<file path="src/rtl/miriscv_imem_arbiter.sv">
// Instruction-memory port arbiter.
//
// Shares one in-order, grant-less instruction memory port between the fetch
// unit (F) and a secondary reader such as a debug module or loader (D).
// Each issued request records its owner in a small ID FIFO. Every memory
// response pops the head entry and is steered to that owner. A fetch flush
// marks all in-flight fetch entries as discard, so their responses are
// dropped without being delivered.
//
// Ports:
//   clk_i, rst_i                      clock, synchronous active-high reset
//   f_req_i/f_addr_i/f_flush_i        fetch request, address, kill
//   f_gnt_o/f_rvalid_o/f_rdata_o      fetch issue strobe and response
//   d_req_i/d_addr_i                  secondary request and address
//   d_gnt_o/d_rvalid_o/d_rdata_o      secondary issue strobe and response
//   instr_req_o/instr_addr_o          memory request
//   instr_rvalid_i/instr_rdata_i      memory response (in order)
//   outstanding_o                     number of requests in flight
//   protocol_err_o                    sticky: response with nothing in flight
module miriscv_imem_arbiter #(
  parameter int unsigned XLEN            = 32,
  parameter int unsigned MAX_OUTSTANDING = 2,
  parameter int unsigned STARVE_LIMIT    = 4
) (
  input  logic                                   clk_i,
  input  logic                                   rst_i,
  // Fetch port
  input  logic                                   f_req_i,
  input  logic [XLEN-1:0]                        f_addr_i,
  input  logic                                   f_flush_i,
  output logic                                   f_gnt_o,
  output logic                                   f_rvalid_o,
  output logic [XLEN-1:0]                        f_rdata_o,
  // Secondary port
  input  logic                                   d_req_i,
  input  logic [XLEN-1:0]                        d_addr_i,
  output logic                                   d_gnt_o,
  output logic                                   d_rvalid_o,
  output logic [XLEN-1:0]                        d_rdata_o,
  // Instruction memory port
  output logic                                   instr_req_o,
  output logic [XLEN-1:0]                        instr_addr_o,
  input  logic                                   instr_rvalid_i,
  input  logic [XLEN-1:0]                        instr_rdata_i,
  // Status
  output logic [$clog2(MAX_OUTSTANDING+1)-1:0]   outstanding_o,
  output logic                                   protocol_err_o
);

  localparam int unsigned CntW = $clog2(MAX_OUTSTANDING + 1);
  localparam int unsigned PtrW = (MAX_OUTSTANDING > 1) ? $clog2(MAX_OUTSTANDING) : 1;
  localparam int unsigned StvW = $clog2(STARVE_LIMIT + 1);

  localparam logic [CntW-1:0] MaxCnt  = CntW'(MAX_OUTSTANDING);
  localparam logic [PtrW-1:0] LastPtr = PtrW'(MAX_OUTSTANDING - 1);
  localparam logic [StvW-1:0] StvMax  = StvW'(STARVE_LIMIT);

  // ID FIFO storage: per-entry valid, owner (1 = secondary) and discard flag.
  logic [MAX_OUTSTANDING-1:0] vld_q, vld_d;
  logic [MAX_OUTSTANDING-1:0] id_q, id_d;
  logic [MAX_OUTSTANDING-1:0] disc_q, disc_d;
  logic [PtrW-1:0]            rd_ptr_q, rd_ptr_d;
  logic [PtrW-1:0]            wr_ptr_q, wr_ptr_d;
  logic [CntW-1:0]            cnt_q, cnt_d;
  logic [StvW-1:0]            starve_q, starve_d;
  logic                       err_q, err_d;

  logic fifo_empty;
  logic pop;
  logic push;
  logic cap;
  logic f_elig;
  logic d_prio;
  logic f_gnt;
  logic d_gnt;
  logic head_is_d;
  logic head_drop;

  function automatic logic [PtrW-1:0] ptr_inc(input logic [PtrW-1:0] p);
    return (p == LastPtr) ? '0 : p + 1'b1;
  endfunction

  // Arbitration and response steering, all zero-latency.
  always_comb begin
    fifo_empty = (cnt_q == '0);
    pop        = instr_rvalid_i & ~fifo_empty;
    // A response popping this cycle frees a slot for a same-cycle issue.
    cap        = (cnt_q < MaxCnt) | pop;
    f_elig     = f_req_i & ~f_flush_i;
    // D wins when F is not competing, or once it has waited long enough.
    d_prio     = d_req_i & (~f_elig | (starve_q == StvMax));
    f_gnt      = ~rst_i & cap & f_elig & ~d_prio;
    d_gnt      = ~rst_i & cap & d_prio;
    push       = f_gnt | d_gnt;

    head_is_d  = id_q[rd_ptr_q];
    // A flush also kills the fetch response arriving in the same cycle.
    head_drop  = disc_q[rd_ptr_q] | f_flush_i;

    f_gnt_o    = f_gnt;
    d_gnt_o    = d_gnt;
    instr_req_o = push;
    if (f_gnt) begin
      instr_addr_o = f_addr_i;
    end else if (d_gnt) begin
      instr_addr_o = d_addr_i;
    end else begin
      instr_addr_o = '0;
    end

    f_rvalid_o = ~rst_i & pop & ~head_is_d & ~head_drop;
    d_rvalid_o = ~rst_i & pop & head_is_d;
    f_rdata_o  = f_rvalid_o ? instr_rdata_i : '0;
    d_rdata_o  = d_rvalid_o ? instr_rdata_i : '0;

    outstanding_o  = cnt_q;
    protocol_err_o = err_q;
  end

  // FIFO, counter and status next-state.
  always_comb begin
    vld_d    = vld_q;
    id_d     = id_q;
    disc_d   = disc_q;
    rd_ptr_d = rd_ptr_q;
    wr_ptr_d = wr_ptr_q;

    if (f_flush_i) begin
      disc_d = disc_q | (vld_q & ~id_q);
    end
    if (pop) begin
      vld_d[rd_ptr_q] = 1'b0;
      rd_ptr_d        = ptr_inc(rd_ptr_q);
    end
    // When full, a simultaneous push reuses the slot just popped.
    if (push) begin
      vld_d[wr_ptr_q]  = 1'b1;
      id_d[wr_ptr_q]   = d_gnt;
      disc_d[wr_ptr_q] = 1'b0;
      wr_ptr_d         = ptr_inc(wr_ptr_q);
    end

    unique case ({push, pop})
      2'b10:   cnt_d = cnt_q + 1'b1;
      2'b01:   cnt_d = cnt_q - 1'b1;
      default: cnt_d = cnt_q;
    endcase

    if (d_req_i && !d_gnt) begin
      starve_d = (starve_q == StvMax) ? starve_q : starve_q + 1'b1;
    end else begin
      starve_d = '0;
    end

    err_d = err_q | (instr_rvalid_i & fifo_empty);
  end

  always_ff @(posedge clk_i) begin
    if (rst_i) begin
      vld_q    <= '0;
      id_q     <= '0;
      disc_q   <= '0;
      rd_ptr_q <= '0;
      wr_ptr_q <= '0;
      cnt_q    <= '0;
      starve_q <= '0;
      err_q    <= 1'b0;
    end else begin
      vld_q    <= vld_d;
      id_q     <= id_d;
      disc_q   <= disc_d;
      rd_ptr_q <= rd_ptr_d;
      wr_ptr_q <= wr_ptr_d;
      cnt_q    <= cnt_d;
      starve_q <= starve_d;
      err_q    <= err_d;
    end
  end

endmodule

</file>
<file path="config.mk">
export PLATFORM = sky130hd
export DESIGN_NAME = miriscv_imem_arbiter
export DESIGN_NICKNAME = d
export VERILOG_FILES = /design/src/rtl/miriscv_imem_arbiter.sv
export SDC_FILE = /design/constraint.sdc
export NUM_CORES = 1
export LEC_CHECK = 0
export ABC_AREA = 1
export BUFFER_PORTS_ARGS = -buffer_cell sky130_fd_sc_hd__buf_4
export CELL_PAD_IN_SITES_DETAIL_PLACEMENT = 0
export CELL_PAD_IN_SITES_GLOBAL_PLACEMENT = 1
export CORE_ASPECT_RATIO = 1.5
export CORE_UTILIZATION = 20
export DETAILED_ROUTE_END_ITERATION = 8
export PLACE_DENSITY_LB_ADDON = 0.1
export SKIP_LAST_GASP = 1
export SYNTH_ARGS = -nofsm -noshare
export SYNTH_HDL_FRONTEND = slang
export SYNTH_SLANG_ARGS = --single-unit
</file>
<file path="constraint.sdc">
create_clock -name clk_i -period 1.7 [get_ports clk_i]
set_input_delay 0.085 -clock clk_i [delete_from_list [all_inputs] [get_ports clk_i]]
set_output_delay 0.085 -clock clk_i [all_outputs]
set_load 0.02 [all_outputs]
</file>
Yosys cells after proc, flatten, opt, wreduce, memory -nomap -nowiden
Cells that the tools add are included.
{"block": "op_classes", "add_sub_neg": 5, "magnitude_cmp": 5, "n_eq_ne": 3, "muxes": 20, "bitwise_logic": 33, "n_reduce_logical": 7}
{"operator": "$mux W32", "n": 4}
{"operator": "$and A1 B1 Y1", "n": 12}
{"operator": "$mux W1", "n": 8}
{"operator": "$mux W2", "n": 4}
{"operator": "$not A1 Y1", "n": 8}
{"operator": "$and A2 B2 Y2", "n": 3}
{"operator": "$not A2 Y2", "n": 3}
{"operator": "$or A1 B1 Y1", "n": 5}
{"operator": "$lt A1 B2 Y1 const B", "n": 2}
{"operator": "$or A2 B2 Y2", "n": 2}
{"operator": "$pmux W2 S2", "n": 1}
{"operator": "$add A3 B1 Y3 const B", "n": 1}
{"operator": "$eq A3 B3 Y1 const B", "n": 1}
{"operator": "$logic_and A1 B1 Y1", "n": 3}
{"operator": "$add A1 B1 Y1 const B", "n": 2}
{"operator": "$add A2 B1 Y2 const B", "n": 1}
{"operator": "$bwmux W2", "n": 1}
{"operator": "$demux W1 S1", "n": 2}
{"operator": "$eq A2 B1 Y1 const B", "n": 1}
{"operator": "$eq A2 B2 Y1 const B", "n": 1}
{"operator": "$ge A1 B1 Y1 const B", "n": 2}
{"operator": "$logic_not A2 Y1", "n": 1}
{"operator": "$lt A2 B2 Y1 const B", "n": 1}
{"operator": "$reduce_bool A2 Y1", "n": 1}
{"operator": "3 further kinds", "n": 3}
{"block": "totals", "register_bits": 14, "input_bits": 102, "out_inout_bits": 104, "wordCells": 81}

Depth between registers and ports, before layout
{"block": "logic_depth", "ltp_word": 10, "ltp_mapped": 10}

Least setup slack after synthesis
Ideal clock, no wire load.
{"block": "synth_timing", "kind": "register to register", "start": "register cnt_q[1], in the netlist outstanding_o[1]", "end": "register cnt_q[1], in the netlist outstanding_o[1]", "setup_time_ns": 0.122, "arrival_time_ns": 1.647, "required_time_ns": 1.578, "slack_ns": -0.070, "path_stages_with_launch": 10, "path_buffers": 0, "cell_sequence": "dfxtp_1 -> nand2_1 -> nand2_2 -> a21oi_2 -> inv_1 -> ha_1 -> a21oi_1 -> o21ai_0 -> o21ai_0 -> a21oi_1"}
{"block": "synth_via", "elab_chain_len": 10, "elab_cells_between_ends": 16, "cone_classes": "add/sub (2); order compare (1); eq/ne (2); mux (1); bitwise (8); reduce/logical (2)"}
{"element": "start, declared", "line": "64", "text": "logic [CntW-1:0] cnt_q, cnt_d;"}
{"element": "start signal, assigned", "line": "174", "text": "cnt_q <= cnt_d;"}
{"element": "$logic_not A2 Y1", "line": "85", "text": "fifo_empty = (cnt_q == '0);"}
{"element": "$not A1 Y1", "line": "86", "text": "pop = instr_rvalid_i & ~fifo_empty;"}
{"element": "$and A1 B1 Y1", "line": "86"}
{"element": "$or A1 B1 Y1 (*)", "line": "88", "text": "cap = (cnt_q < MaxCnt) | pop;"}
{"element": "$and A1 B1 Y1 (*)", "line": "92, 93"}
{"element": "$and A1 B1 Y1 (2 in a row)", "line": "92", "text": "f_gnt = ~rst_i & cap & f_elig & ~d_prio;"}
{"element": "$or A1 B1 Y1 (*)", "line": "94", "text": "push = f_gnt | d_gnt;"}
{"element": "named net instr_req_o", "line": "41", "text": "output logic instr_req_o,"}
{"element": "$eq A2 B1 Y1 or $eq A2 B2 Y1 (tied branches)", "line": "143", "text": "unique case ({push, pop})"}
{"element": "$pmux W2 S2 or $reduce_bool A2 Y1 (tied branches)"}
Mark *: on every way through the listed nets, which the timed path passes. The rest lies on a longest branch.
A chain may end at the register's enable or synchronous reset.

Worst setup path after layout
{"block": "layout_timing", "start": "register starve_q[1]", "end": "output port instr_addr_o[3]"}
{"block": "layout_via", "elab_chain_len": 6, "elab_cells_between_ends": 8, "cone_classes": "eq/ne (1); mux (2); bitwise (5)"}
{"element": "start, declared", "line": "65", "text": "logic [StvW-1:0] starve_q, starve_d;"}
{"element": "start signal, assigned", "line": "175", "text": "starve_q <= starve_d;"}
{"element": "$eq A3 B3 Y1 (*)", "line": "91", "text": "d_prio = d_req_i & (~f_elig | (starve_q == StvMax));"}
{"element": "$or A1 B1 Y1 (*)", "line": "91"}
{"element": "$and A1 B1 Y1 (*)", "line": "91"}
{"element": "$and A1 B1 Y1 or $not A1 Y1 (tied branches)", "line": "93, 92"}
{"element": "$mux W32 or $and A1 B1 Y1 (tied branches)", "line": "105, 92"}
{"element": "$mux W32 (*)", "line": "103", "text": "if (f_gnt) begin"}
{"element": "end, declared", "line": "42", "text": "output logic [XLEN-1:0] instr_addr_o,"}
Every way passes the cells marked *; elsewhere a longest branch is shown, timed or not.

==> key figures <==
Global routing
  – Gr ovfl total: 0
  – Overall Global Routing Usage: between 10% and 20%
  – Largest net degree at the start of global routing: 34
  – First-pass GRT wire length: 12100 um
  – Initial antenna violation count: 0
  – Vias in the first global route: 2445

Die
  – Starting Density: 20.7%
  – I/O pin count: 206
  – Core box area: 8460 um^2
  – Rows: 41
  – DIE WIDTH: between 70 and 80 um
  – Die Area: between 9000 and 10000 um^2
  – Die Height: 117 um

Power and ir drop
  – Part of the power in registers: about 19%
  – Clock power share: 25.0%
  – Sw power: just over 0.7 mW
  – Comb pwr share: 55.6%
  – Power per cell area: 430 nW/um^2
  – Power Internal: 1.30 mW
  – Static leakage: 2.55 nW
  – Power Total: 2.01 mW
  – Worst IR drop on VDD: 0.670 mV
  – Sw frac: 35.3%

Routing
  – Antenna Nets Post-Route: 0
  – Pre-Repair DR Iteration Count: 4
  – Via Count: 2725
  – Drt wl/cell: between 10 and 15 um
  – DR vias/cell: ~4.2
  – DRC viols: 0
  – Final wirelength: between 8000 and 9000 um
  – Initial DRC count: 66

Critical path
  – Reg2Reg Setup Slack: ~0.070 ns
  – Setup crit end kind: primary output
  – Critical path class: flip-flop to primary output
  – Worst EP arrival: about 1.7 ns
  – R2R depth: 12
  – Startpoint types: flip-flop
  – WP data required: about 1.6 ns
  – Worst setup path endpoint: instr_addr_o[3]
  – Reg2reg start: starve_q[1]
  – Crit path launch: starve_q[1]
  – Worst-path maximum fanout: 4
  – R2R Path End: starve_q[0]

Finish
  – Final cell count without fillers: 649
  – Register area: 289 um^2
  – Commonest non-fill, non-tap cell in the layout: buf_4
  – Fill count: 811
  – Nets@finish: 648
  – Layout cell share with drive strength beyond 1: 69.7%
  – Area of the multi-input gates: 1530 um^2
  – Ant diodes: 0
  – Most frequent cells in the layout: buf_4, buf_6, nand2_1
  – P&R area growth vs syn: 166%

Logic synthesis
  – Area of the mapped netlist: 1750 um^2
  – Syn Area/Cell: 5.87 um^2
  – Synth Warn #: 0
  – Seq/Total Area, Yosys: 16.0%
  – Synth Instances: 299
  – Synth unique cells: 23
  – Syn nets: 404
  – Synth Register Bits: 14

CTS
  – Post-CTS Hold Fix Bufs: 0
  – Inserted Clock Buffers: 3
  – H-tree depth: 1
  – CTS tree: built
  – Clock Tree Root: clkbuf_16
  – Longest Clk Path Bufs: 2
  – Clock sinks: 14
  – CTS clk-pin slew, worst paths: ~0.05 ns
  – Clk_lat worst skew: between 0.2 and 0.3 ns

STA
  – FMAX: 0.556 GHz
  – Final min period: 1.80 ns
  – Final period util: 106%
  – Worst-Margin Slew: 0.469 ns
  – Skew final: about 0.004 ns
  – Final WS setup: -0.0974 ns
  – RSZ-0062 raised after global routing: yes
  – Max-slew violations: 0
  – Max_slew headroom: between 60 and 70%
  – Fin. Hold Viols: 0
  – Setup violators final: 32

Run
  – Max_cap viols: 0

Place
  – Dpl cells: ~600
  – RD Place Congestion: 0.742
  – DPL Wire Length: just over 6000 um
  – # port buffers: approximately 200

Min path
  – Tightest Hold Check Type: input port to flip-flop
  – Cell depth of the worst hold path: 3

Status
  – Failing checks: negative setup slack
  – Status: finished, violations left
==> registers in the layout, indices dropped and copies added (netlist names) <==
name / count
vld_q: 2
disc_q: 2
protocol_err_o: 1
id_q: 2
starve_q: 3
wr_ptr_q: 1
outstanding_o: 2
rd_ptr_q: 1
==> power by group through the flow <==
stage          logic, mW  clock network [mW]  registers, mW
2_1_floorplan      0.384                   0          0.404
3_3_place_gp       0.772                   0          0.391
3_5_place_dp       0.776                   0          0.392
4_1_cts             1.01               0.515          0.386
5_1_grt             1.19               0.534          0.393
6_report            1.12               0.503          0.390
==> worst min-delay path by stage <==
stage	from	endpoint	slack (ns)
after CTS	instr_rvalid_i	protocol_err_o	0.10
after global placement	instr_rvalid_i	protocol_err_o	0.35
final	instr_rvalid_i	protocol_err_o	0.10
after global routing	f_flush_i	disc_q[0]	0.15
after detailed placement	instr_rvalid_i	protocol_err_o	0.37
after floorplan	rst_i	id_q[0]	0.15
==> critical path: stages, from the launching register on <==
cell	delay, ns
dfxtp_2	0.32
inv_2	0.06
ha_4	0.14
nand2_4	0.05
nand3_2	0.06
nand2_2	0.05
buf_6	0.12
nor2_4	0.12
buf_6	0.15
clkbuf_16	0.16
nand2_2	0.05
nand2_2	0.06
buf_6	0.11
==> cells by family (layout without fill, tap and decap cells) <==
kind of cell	after synthesis	in the layout	share of synthesized area, %
xor gates and xnor gates	1	1	0.499
AOI/OAI and AO/OA	25	25	8.27
adders and majority gates	3	3	2.14
DFF	14	14	16.0
and+or+nand+nor	192	193	54.1
buffers and inverters	64	306	19.0
==> per-stage QoR <==
stage	utilization [%]	area [um^2]	setup TNS [ns]	worst slack (ns)	hold WS [ns]
6_report	55.2	4670	-2.63	-0.0974	0.101
5_1_grt	55.2	4670	-7.14	-0.176	0.154
4_1_cts	50.9	4310	-3.48	-0.120	0.101
3_5_place_dp	40.3	3410	0	0.111	0.368
3_3_place_gp	40.3	3410	0	0.146	0.353
2_1_floorplan	-	1760	0	0.00750	0.154
==> layout make-up <==
class                           count  share of cell area, %
Timing Repair Buffer              250                   52.0
Tap cell                          107                   2.86
Clock buffer                        4                   1.90
Sequential cell                    14                   6.18
Inverter                           52                   4.34
Multi-Input combinational cell    222                   32.7
==> layer usage <==
metal  vias up  global-route usage (%)  part of all wire [%]
met4         0                    4.07                   1.5
met2       119                    37.0                    60
met5         -                       0                     0
li1       1373                       -                     -
met1      1220                    15.8                    32
met3        13                    2.73                   6.4
==> what timing repair did <==
action                     in CTS  in global routing
gates resized for setup       116                 86
cloned                          9                  2
setup endpoints to repair      95                102
setup buffers                  22                  6
pin swaps                      19                 28
hold endpoints to repair        0                  0
==> synthesized netlist by cell type, drive strengths merged <==
cell type | number | area [um^2]
inv | 52 | 195
a21oi | 15 | 90.1
xnor2 | 1 | 8.76
ha | 3 | 37.5
nor2 | 70 | 465
nor3 | 1 | 10.0
dfxtp | 14 | 280
nand2 | 119 | 464
buf | 12 | 138
a31oi | 1 | 6.26
nand3 | 2 | 10.0
o21ai | 9 | 48.8
Note: power is estimated with default switching activity, not from simulation.
